[config.mk]
export PLATFORM = sky130hd
export DESIGN_NAME = iter_mdu
export DESIGN_NICKNAME = d
export VERILOG_FILES = /design/src/rtl/iter_mdu.sv
export SDC_FILE = /design/constraint.sdc
export NUM_CORES = 1
export LEC_CHECK = 0
export ABC_AREA = 1
export CAP_MARGIN = 25
export CORE_UTILIZATION = 58
export DETAILED_ROUTE_END_ITERATION = 10
export GPL_ROUTABILITY_DRIVEN = 1
export PLACE_DENSITY = 0.8
export REMOVE_ABC_BUFFERS = 1
export SLEW_MARGIN = 10
export SYNTH_ARGS = -nofsm -noshare
export SYNTH_HDL_FRONTEND = slang
export SYNTH_SLANG_ARGS = --single-unit
export TNS_END_PERCENT = 10
[constraint.sdc]
create_clock -name clk -period 5.1 [get_ports clk]
set_input_delay 0.51 -clock clk [delete_from_list [all_inputs] [get_ports clk]]
set_output_delay 0.51 -clock clk [all_outputs]
set_load 0.05 [all_outputs]
[src/rtl/iter_mdu.sv]
// Iterative multiply/divide unit: shift-add multiply and restoring divide, one bit per cycle.
// Define MDU_MADD_EN to enable madd/maddu/msub/msubu (accumulate into {hi,lo}).
module iter_mdu #(
  parameter int unsigned WIDTH = 32
) (
  input  logic             clk,
  input  logic             reset,
  input  logic             start,
  input  logic [3:0]       op,
  input  logic [WIDTH-1:0] a,
  input  logic [WIDTH-1:0] b,
  input  logic             flush,
  output logic             busy,
  output logic [WIDTH-1:0] hi,
  output logic [WIDTH-1:0] lo,
  output logic             dz
);

  localparam int unsigned CntW = $clog2(WIDTH);

  localparam logic [3:0] OpMult  = 4'b0000;
  localparam logic [3:0] OpMultu = 4'b0001;
  localparam logic [3:0] OpDiv   = 4'b0010;
  localparam logic [3:0] OpDivu  = 4'b0011;
  localparam logic [3:0] OpMthi  = 4'b0100;
  localparam logic [3:0] OpMtlo  = 4'b0101;
  localparam logic [3:0] OpMadd  = 4'b0110;
  localparam logic [3:0] OpMaddu = 4'b0111;
  localparam logic [3:0] OpMsub  = 4'b1000;
  localparam logic [3:0] OpMsubu = 4'b1001;

  typedef enum logic [1:0] {StIdle, StMul, StDiv} state_e;

  state_e             state_q, state_d;
  logic [CntW-1:0]    cnt_q, cnt_d;
  logic [3:0]         op_q, op_d;
  // Multiply: {partial product, multiplier}; divide: {remainder, quotient}.
  logic [2*WIDTH-1:0] acc_q, acc_d;
  logic [WIDTH-1:0]   opb_q, opb_d;
  logic               neg_q, neg_d;
  logic               rneg_q, rneg_d;
  logic [WIDTH-1:0]   hi_q, hi_d;
  logic [WIDTH-1:0]   lo_q, lo_d;
  logic               dz_q, dz_d;

  logic               legal, accept, last;
  logic               is_mul, is_div, is_signed;
  logic [WIDTH-1:0]   a_mag, b_mag;
  logic [WIDTH:0]     mul_sum;
  logic [2*WIDTH-1:0] mul_next, prod, hilo_new;
  logic [WIDTH:0]     div_shift, div_diff;
  logic [2*WIDTH-1:0] div_next;
  logic [WIDTH-1:0]   quot, rem;

  always_comb begin
`ifdef MDU_MADD_EN
    legal = (op <= OpMsubu);
`else
    legal = (op <= OpMtlo);
`endif
    is_mul    = op inside {OpMult, OpMultu, OpMadd, OpMaddu, OpMsub, OpMsubu};
    is_div    = op inside {OpDiv, OpDivu};
    is_signed = op inside {OpMult, OpDiv, OpMadd, OpMsub};
    a_mag     = (is_signed && a[WIDTH-1]) ? -a : a;
    b_mag     = (is_signed && b[WIDTH-1]) ? -b : b;
  end

  assign accept = start && !flush && (state_q == StIdle) && legal;
  assign last   = (cnt_q == CntW'(WIDTH - 1));

  // Datapath works on magnitudes; signs are restored on the final step.
  always_comb begin
    mul_sum  = {1'b0, acc_q[2*WIDTH-1:WIDTH]} + (acc_q[0] ? {1'b0, opb_q} : '0);
    mul_next = {mul_sum, acc_q[WIDTH-1:1]};
    prod     = neg_q ? -mul_next : mul_next;
    if (op_q inside {OpMsub, OpMsubu}) begin
      hilo_new = {hi_q, lo_q} - prod;
    end else if (op_q inside {OpMadd, OpMaddu}) begin
      hilo_new = {hi_q, lo_q} + prod;
    end else begin
      hilo_new = prod;
    end

    div_shift = {acc_q[2*WIDTH-1:WIDTH], acc_q[WIDTH-1]};
    div_diff  = div_shift - {1'b0, opb_q};
    div_next  = div_diff[WIDTH] ? {div_shift[WIDTH-1:0], acc_q[WIDTH-2:0], 1'b0}
                                : {div_diff[WIDTH-1:0], acc_q[WIDTH-2:0], 1'b1};
    quot      = neg_q  ? -div_next[WIDTH-1:0] : div_next[WIDTH-1:0];
    rem       = rneg_q ? -div_next[2*WIDTH-1:WIDTH] : div_next[2*WIDTH-1:WIDTH];
  end

  always_comb begin
    state_d = state_q;
    cnt_d   = cnt_q;
    op_d    = op_q;
    acc_d   = acc_q;
    opb_d   = opb_q;
    neg_d   = neg_q;
    rneg_d  = rneg_q;
    hi_d    = hi_q;
    lo_d    = lo_q;
    dz_d    = 1'b0;
    unique case (state_q)
      StIdle: begin
        if (accept) begin
          op_d   = op;
          cnt_d  = '0;
          acc_d  = {{WIDTH{1'b0}}, a_mag};
          opb_d  = b_mag;
          neg_d  = is_signed && (a[WIDTH-1] ^ b[WIDTH-1]);
          rneg_d = is_signed && a[WIDTH-1];
          if (is_mul) begin
            state_d = StMul;
          end else if (is_div) begin
            state_d = StDiv;
          end else if (op == OpMthi) begin
            hi_d = a;
          end else begin
            lo_d = a;
          end
        end
      end
      StMul: begin
        if (flush) begin
          state_d = StIdle;
          cnt_d   = '0;
        end else begin
          acc_d = mul_next;
          cnt_d = cnt_q + CntW'(1);
          if (last) begin
            {hi_d, lo_d} = hilo_new;
            state_d      = StIdle;
            cnt_d        = '0;
          end
        end
      end
      StDiv: begin
        if (flush) begin
          state_d = StIdle;
          cnt_d   = '0;
        end else begin
          acc_d = div_next;
          cnt_d = cnt_q + CntW'(1);
          if (last) begin
            // Divide by zero still runs full length but only raises dz.
            if (opb_q == '0) begin
              dz_d = 1'b1;
            end else begin
              hi_d = rem;
              lo_d = quot;
            end
            state_d = StIdle;
            cnt_d   = '0;
          end
        end
      end
      default: state_d = StIdle;
    endcase
  end

  always_ff @(posedge clk or negedge reset) begin
    if (!reset) begin
      state_q <= StIdle;
      cnt_q   <= '0;
      op_q    <= '0;
      acc_q   <= '0;
      opb_q   <= '0;
      neg_q   <= 1'b0;
      rneg_q  <= 1'b0;
      hi_q    <= '0;
      lo_q    <= '0;
      dz_q    <= 1'b0;
    end else begin
      state_q <= state_d;
      cnt_q   <= cnt_d;
      op_q    <= op_d;
      acc_q   <= acc_d;
      opb_q   <= opb_d;
      neg_q   <= neg_d;
      rneg_q  <= rneg_d;
      hi_q    <= hi_d;
      lo_q    <= lo_d;
      dz_q    <= dz_d;
    end
  end

  assign busy = (state_q != StIdle);
  assign hi   = hi_q;
  assign lo   = lo_q;
  assign dz   = dz_q;

endmodule

==> results.tsv, run 1 <==
stage	metric	value	unit
synthesis	synth-edff-count	0	
synthesis	synthFlopType	dfrtp_1	
clock_network	clkSinkCount	173	
clock_network	cts_buffer_depth	2	
synthesis	yosysWarningCount	0	
synthesis	synth_area_leaders	nand2_1 (17%), dfrtp_1 (15%), inv_1 (10%), ha_1 (8.7%), o21ai_0 (7.5%)	
run_status	haltStage	5_1_grt	
placement	dp_hpwl	110300	um
placement	place.gp.congestion	1.148	
synthesis	yosys_register_bits	173	
synthesis	synth_most_common_cell	nand2_1	
placement	dp_slack	-0.7068	ns
clock_network	htreeDepth	4	
floorplan	initial_core_util	59.29	%
timing	worstEndpointGrtRepair	hi[31]$_DFFE_PN0P_/D	
clock_network	cts_hold_buf	0	
global_route	grt_max_degree	102	
synthesis	ys_seq_area_share	14.79	%
clock_network	cts_buffers	17	
floorplan	fp-row-count	81	
run_status	status	stopped before the end	
synthesis	ys_types	67	
synthesis	synth_top_cell_area_share	16.62	%
synthesis	yosysTopAreaCell	nand2_1	
floorplan	die_y	226.6	um
synthesis	syn_avg_cell_area	5.618	sq um
synthesis	synth_common_cells	nand2_1 (1,296), inv_1 (814), nor2_1 (561), o21ai_0 (436), a21oi_1 (399)	
synthesis	synth_area	0.02926	sq mm
synthesis	netlist_instances	5209	
run_status	tool.error	[ERROR GRT-0232] Routing congestion too high. Check the congestion heatmap in the GUI.	
floorplan	io_pins	138	
timing	worstEpCategory	sequential cell input	
global_route	grt-ovfl-total	6	
floorplan	die_w	226.6	um
global_route	grt_usage	63.41	%
placement	port_buffers	137	
clock_network	cts-root-buf	clkbuf_16	
synthesis	async_flop_share	100.0	%
per-stage QoR:
step	cell area [sq um]	util, %	TNS, ns	cells
2_1_floorplan	28470	-	-65.58	5023
3_3_place_gp	35180	71.28	-7.564	6415
3_5_place_dp	35180	71.28	-10.24	6415
4_1_cts	36610	74.18	-0.06045	6459
kinds of logic after synthesis:
group	count (synthesis)	share of synthesized area, %
simple gates	2504	36.10
compound gates	1177	22.90
buf+inv	1019	13.38
fa+ha+maj	208	8.996
flops	173	14.79
xor+xnor	128	3.831
layer usage:
metal  GRT overflow  GRT usage (%)
met5              0          6.061
met4              3          49.41
met3              0          40.55
met2              3          83.20
met1              0          71.46
what timing repair did:
action / in CTS
gates resized for setup: 148
hold endpoints to repair: 0
endpoints found under the setup margin: 26
setup buffers: 12
pin swaps: 38
==> run 2: changes to the inputs <==
- CORE_UTILIZATION: 58 -> 40
- PLACE_DENSITY: 0.8 -> unset
- PLACE_DENSITY_LB_ADDON: unset -> 0.15
- clock period: 5.1 -> 6.63 ns (I/O delays scaled with it)
==> run 2 against run 1 <==
  * The run now ends clean
  * Area after synthesis stayed put
  * Synthesized cell count unchanged
==> results.tsv, run 2 <==
stage	metric	value	unit
global_route	busiest_layer	met2	
drt	drt_iter0_drc	4359	
drt	finalWirelength	141600	um
timing	fin_ws	0.2521	ns
clock_network	cts_hold_buf	0	
drt	route.detailed.drc	0	
final_layout	top_register	acc_q	
synthesis	ys_seq_area_share	14.79	%
global_route	grtUsageMet2	57.22	%
drt	drtPass1Iterations	6	
run_status	status	finished clean	
worst_setup_path	required	7.09	ns
worst_setup_path	worstPathArrival	6.83	ns
synthesis	syn_avg_cell_area	5.618	sq um
clock_network	cts-root-buf	clkbuf_16	
synthesis	synth_most_common_cell	nand2_1	
floorplan	dieArea	0.07424	sq mm
clock_network	cts_tree	built	
synthesis	netlist_instances	5209	
worst_setup_path	critPathMaxStageDelay	0.49	ns
worst_setup_path	cp-end-kind	flop	
global_route	grt_max_degree	82	
floorplan	die_w	272.5	um
timing	fmax	156.8	MHz
worst_setup_path	start_kind	flop	
synthesis	async_flop_share	100.0	%
worst_setup_path	path_common_cell	nand2_1	
drt	antenna_left	0	
floorplan	die_y	272.5	um
timing	fin_skew	0.01680	ns
global_route	grt-ovfl-total	0	
timing	hold_violations	0	
floorplan	core-area	0.07198	sq mm
clock_network	cts_buffers	17	
floorplan	initial_core_util	40.65	%
placement	dp_slack	0.3805	ns
synthesis	synth_top_cell_area_share	16.62	%
worst_setup_path	path_class	reg2reg	
timing	slew_viol_final	0	
run	maxCapViolCount	0	
synthesis	yosysWarningCount	0	
drt	vias_per_cell	5.687	
timing	fin_setup_tns	0	ns
global_route	use_met3	5.819	%
global_route	grt_pass1_wl	207700	um
final_layout	syn2layout_area_growth	10.12	%
timing	period_needed	6.378	ns
clock_network	clk_pin_slew	0.09	ns
global_route	grt_pass1_vias	32640	
final_layout	drive_above_1_share	4.620	%
global_route	antenna_found_initial	3	
final_layout	nets	5527	
synthesis	yosysTopAreaCell	nand2_1	
placement	port_buffers	137	
clock_network	insertion_delay	0.53	ns
final_layout	largest_register_ff_count	64	
drt	wl_per_cell	22.80	um
synthesis	yosys_register_bits	173	
clock_network	htreeDepth	4	
synthesis	ys_types	67	
timing	slew_headroom	32.88	%
synthesis	synth_area_leaders	nand2_1 (17%), dfrtp_1 (15%), inv_1 (10%), ha_1 (8.7%), o21ai_0 (7.5%)	
drt	via_count	35330	
final_layout	final_common_cell	nand2_1	
floorplan	fp-row-count	98	
worst_setup_path	worstPathMaxFanout	13	
placement	dp_hpwl	117200	um
floorplan	io_pins	138	
placement	place.gp.congestion	1.078	
global_route	met1_usage	51.84	%
global_route	grt_usage	37.48	%
synthesis	synth_common_cells	nand2_1 (1,296), inv_1 (814), nor2_1 (561), o21ai_0 (436), a21oi_1 (399)	
synthesis	synth_area	0.02926	sq mm
clock_network	cts_buffer_depth	2	
clock_network	clkSinkCount	173	
synthesis	synth-edff-count	0	
worst_setup_path	cp_slowest_cell	dfrtp_2	
timing	rsz0062_at_grt	no	
timing	setup_viol	0	
synthesis	synthFlopType	dfrtp_1	
timing	worst_pin_slew	1.001	ns
timing	period_share	96.20	%
final_layout	mostFrequentLayoutCells	nand2_1 (1,296), inv_1 (813), nor2_1 (561)	
min_path	min_path_type	in2async	
==> run 2: cell counts after synthesis <==
No cell type changed its count.
==> run 2: worst paths after layout <==
kind	startpoint	endpoint	slack, ns	depth (start not counted)
max	acc_q[0]	hi[25]	0.25	34
min	reset	state_q[0]	0.17	1
max reg2reg	acc_q[0]	hi[25]	0.25	34
min reg2reg	op_q[3]	op_q[3]	0.47	2
max in group asynchronous	reset	lo[25]	5.20	2
min in group clk	op_q[3]	op_q[3]	0.47	2
==> run 2: layer usage <==
metal	share of wire (%)	vias up
met4	4.7	4
met1	45	16380
li1	-	17060
met2	42	1601
met3	8.3	290
met5	0.019	-
==> run 2: cells by family (layout without fill, tap and decap cells) <==
| kind of cell | after synthesis | after routing | share of synthesized area, % |
|---|---|---|---|
| buf+inv | 1019 | 1070 | 13.38 |
| other cells | 0 | 3 | 0 |
| fa+ha+maj | 208 | 208 | 8.996 |
| xor+xnor | 128 | 128 | 3.831 |
| compound gates | 1177 | 1177 | 22.90 |
| simple gates | 2504 | 2504 | 36.10 |
| flops | 173 | 173 | 14.79 |
==> run 2: worst max-delay path: cells and delay by family, from the launching register on <==
family / cells / cell delay, ns
adders and majority gates: 2 / 0.76
buffers and inverters: 6 / 0.78
AOI/OAI and AO/OA: 5 / 0.76
and+or+nand+nor: 20 / 3.16
DFF: 1 / 0.49
xor gates and xnor gates: 1 / 0.32
==> run 2: final cells by class <==
type                            instances  area (sq um)
Antenna cell                            3         7.507
Clock buffer                           17         425.4
Clock inverter                         15         177.7
Fill cell                            8143         39750
Inverter                              833          3127
Multi-Input combinational cell       4017         21070
Sequential cell                       173          4332
Tap cell                              950          1189
Timing Repair Buffer                  205          1898
==> run 2: timing repair <==
item                                    4_1_cts  5_1_grt
resized for setup                             0        5
endpoints found under the setup margin        0       10
setup buffers                                 0        0
==> run 2: stage by stage <==
step	area [sq um]	hold WS (ns)	utilization, %	std cells
3_5_place_dp	31590	0.4560	43.89	6178
6_report	32220	0.1655	44.77	6213
3_3_place_gp	31590	0.4513	43.89	6178
5_1_grt	32220	0.2272	44.76	6210
2_1_floorplan	28470	0.3674	-	5023
4_1_cts	32190	0.1984	44.73	6210
Power of run 2 is left out: the tool's default activity adds up to more than one toggle a clock period on the data nets, which glitch-free logic cannot reach.
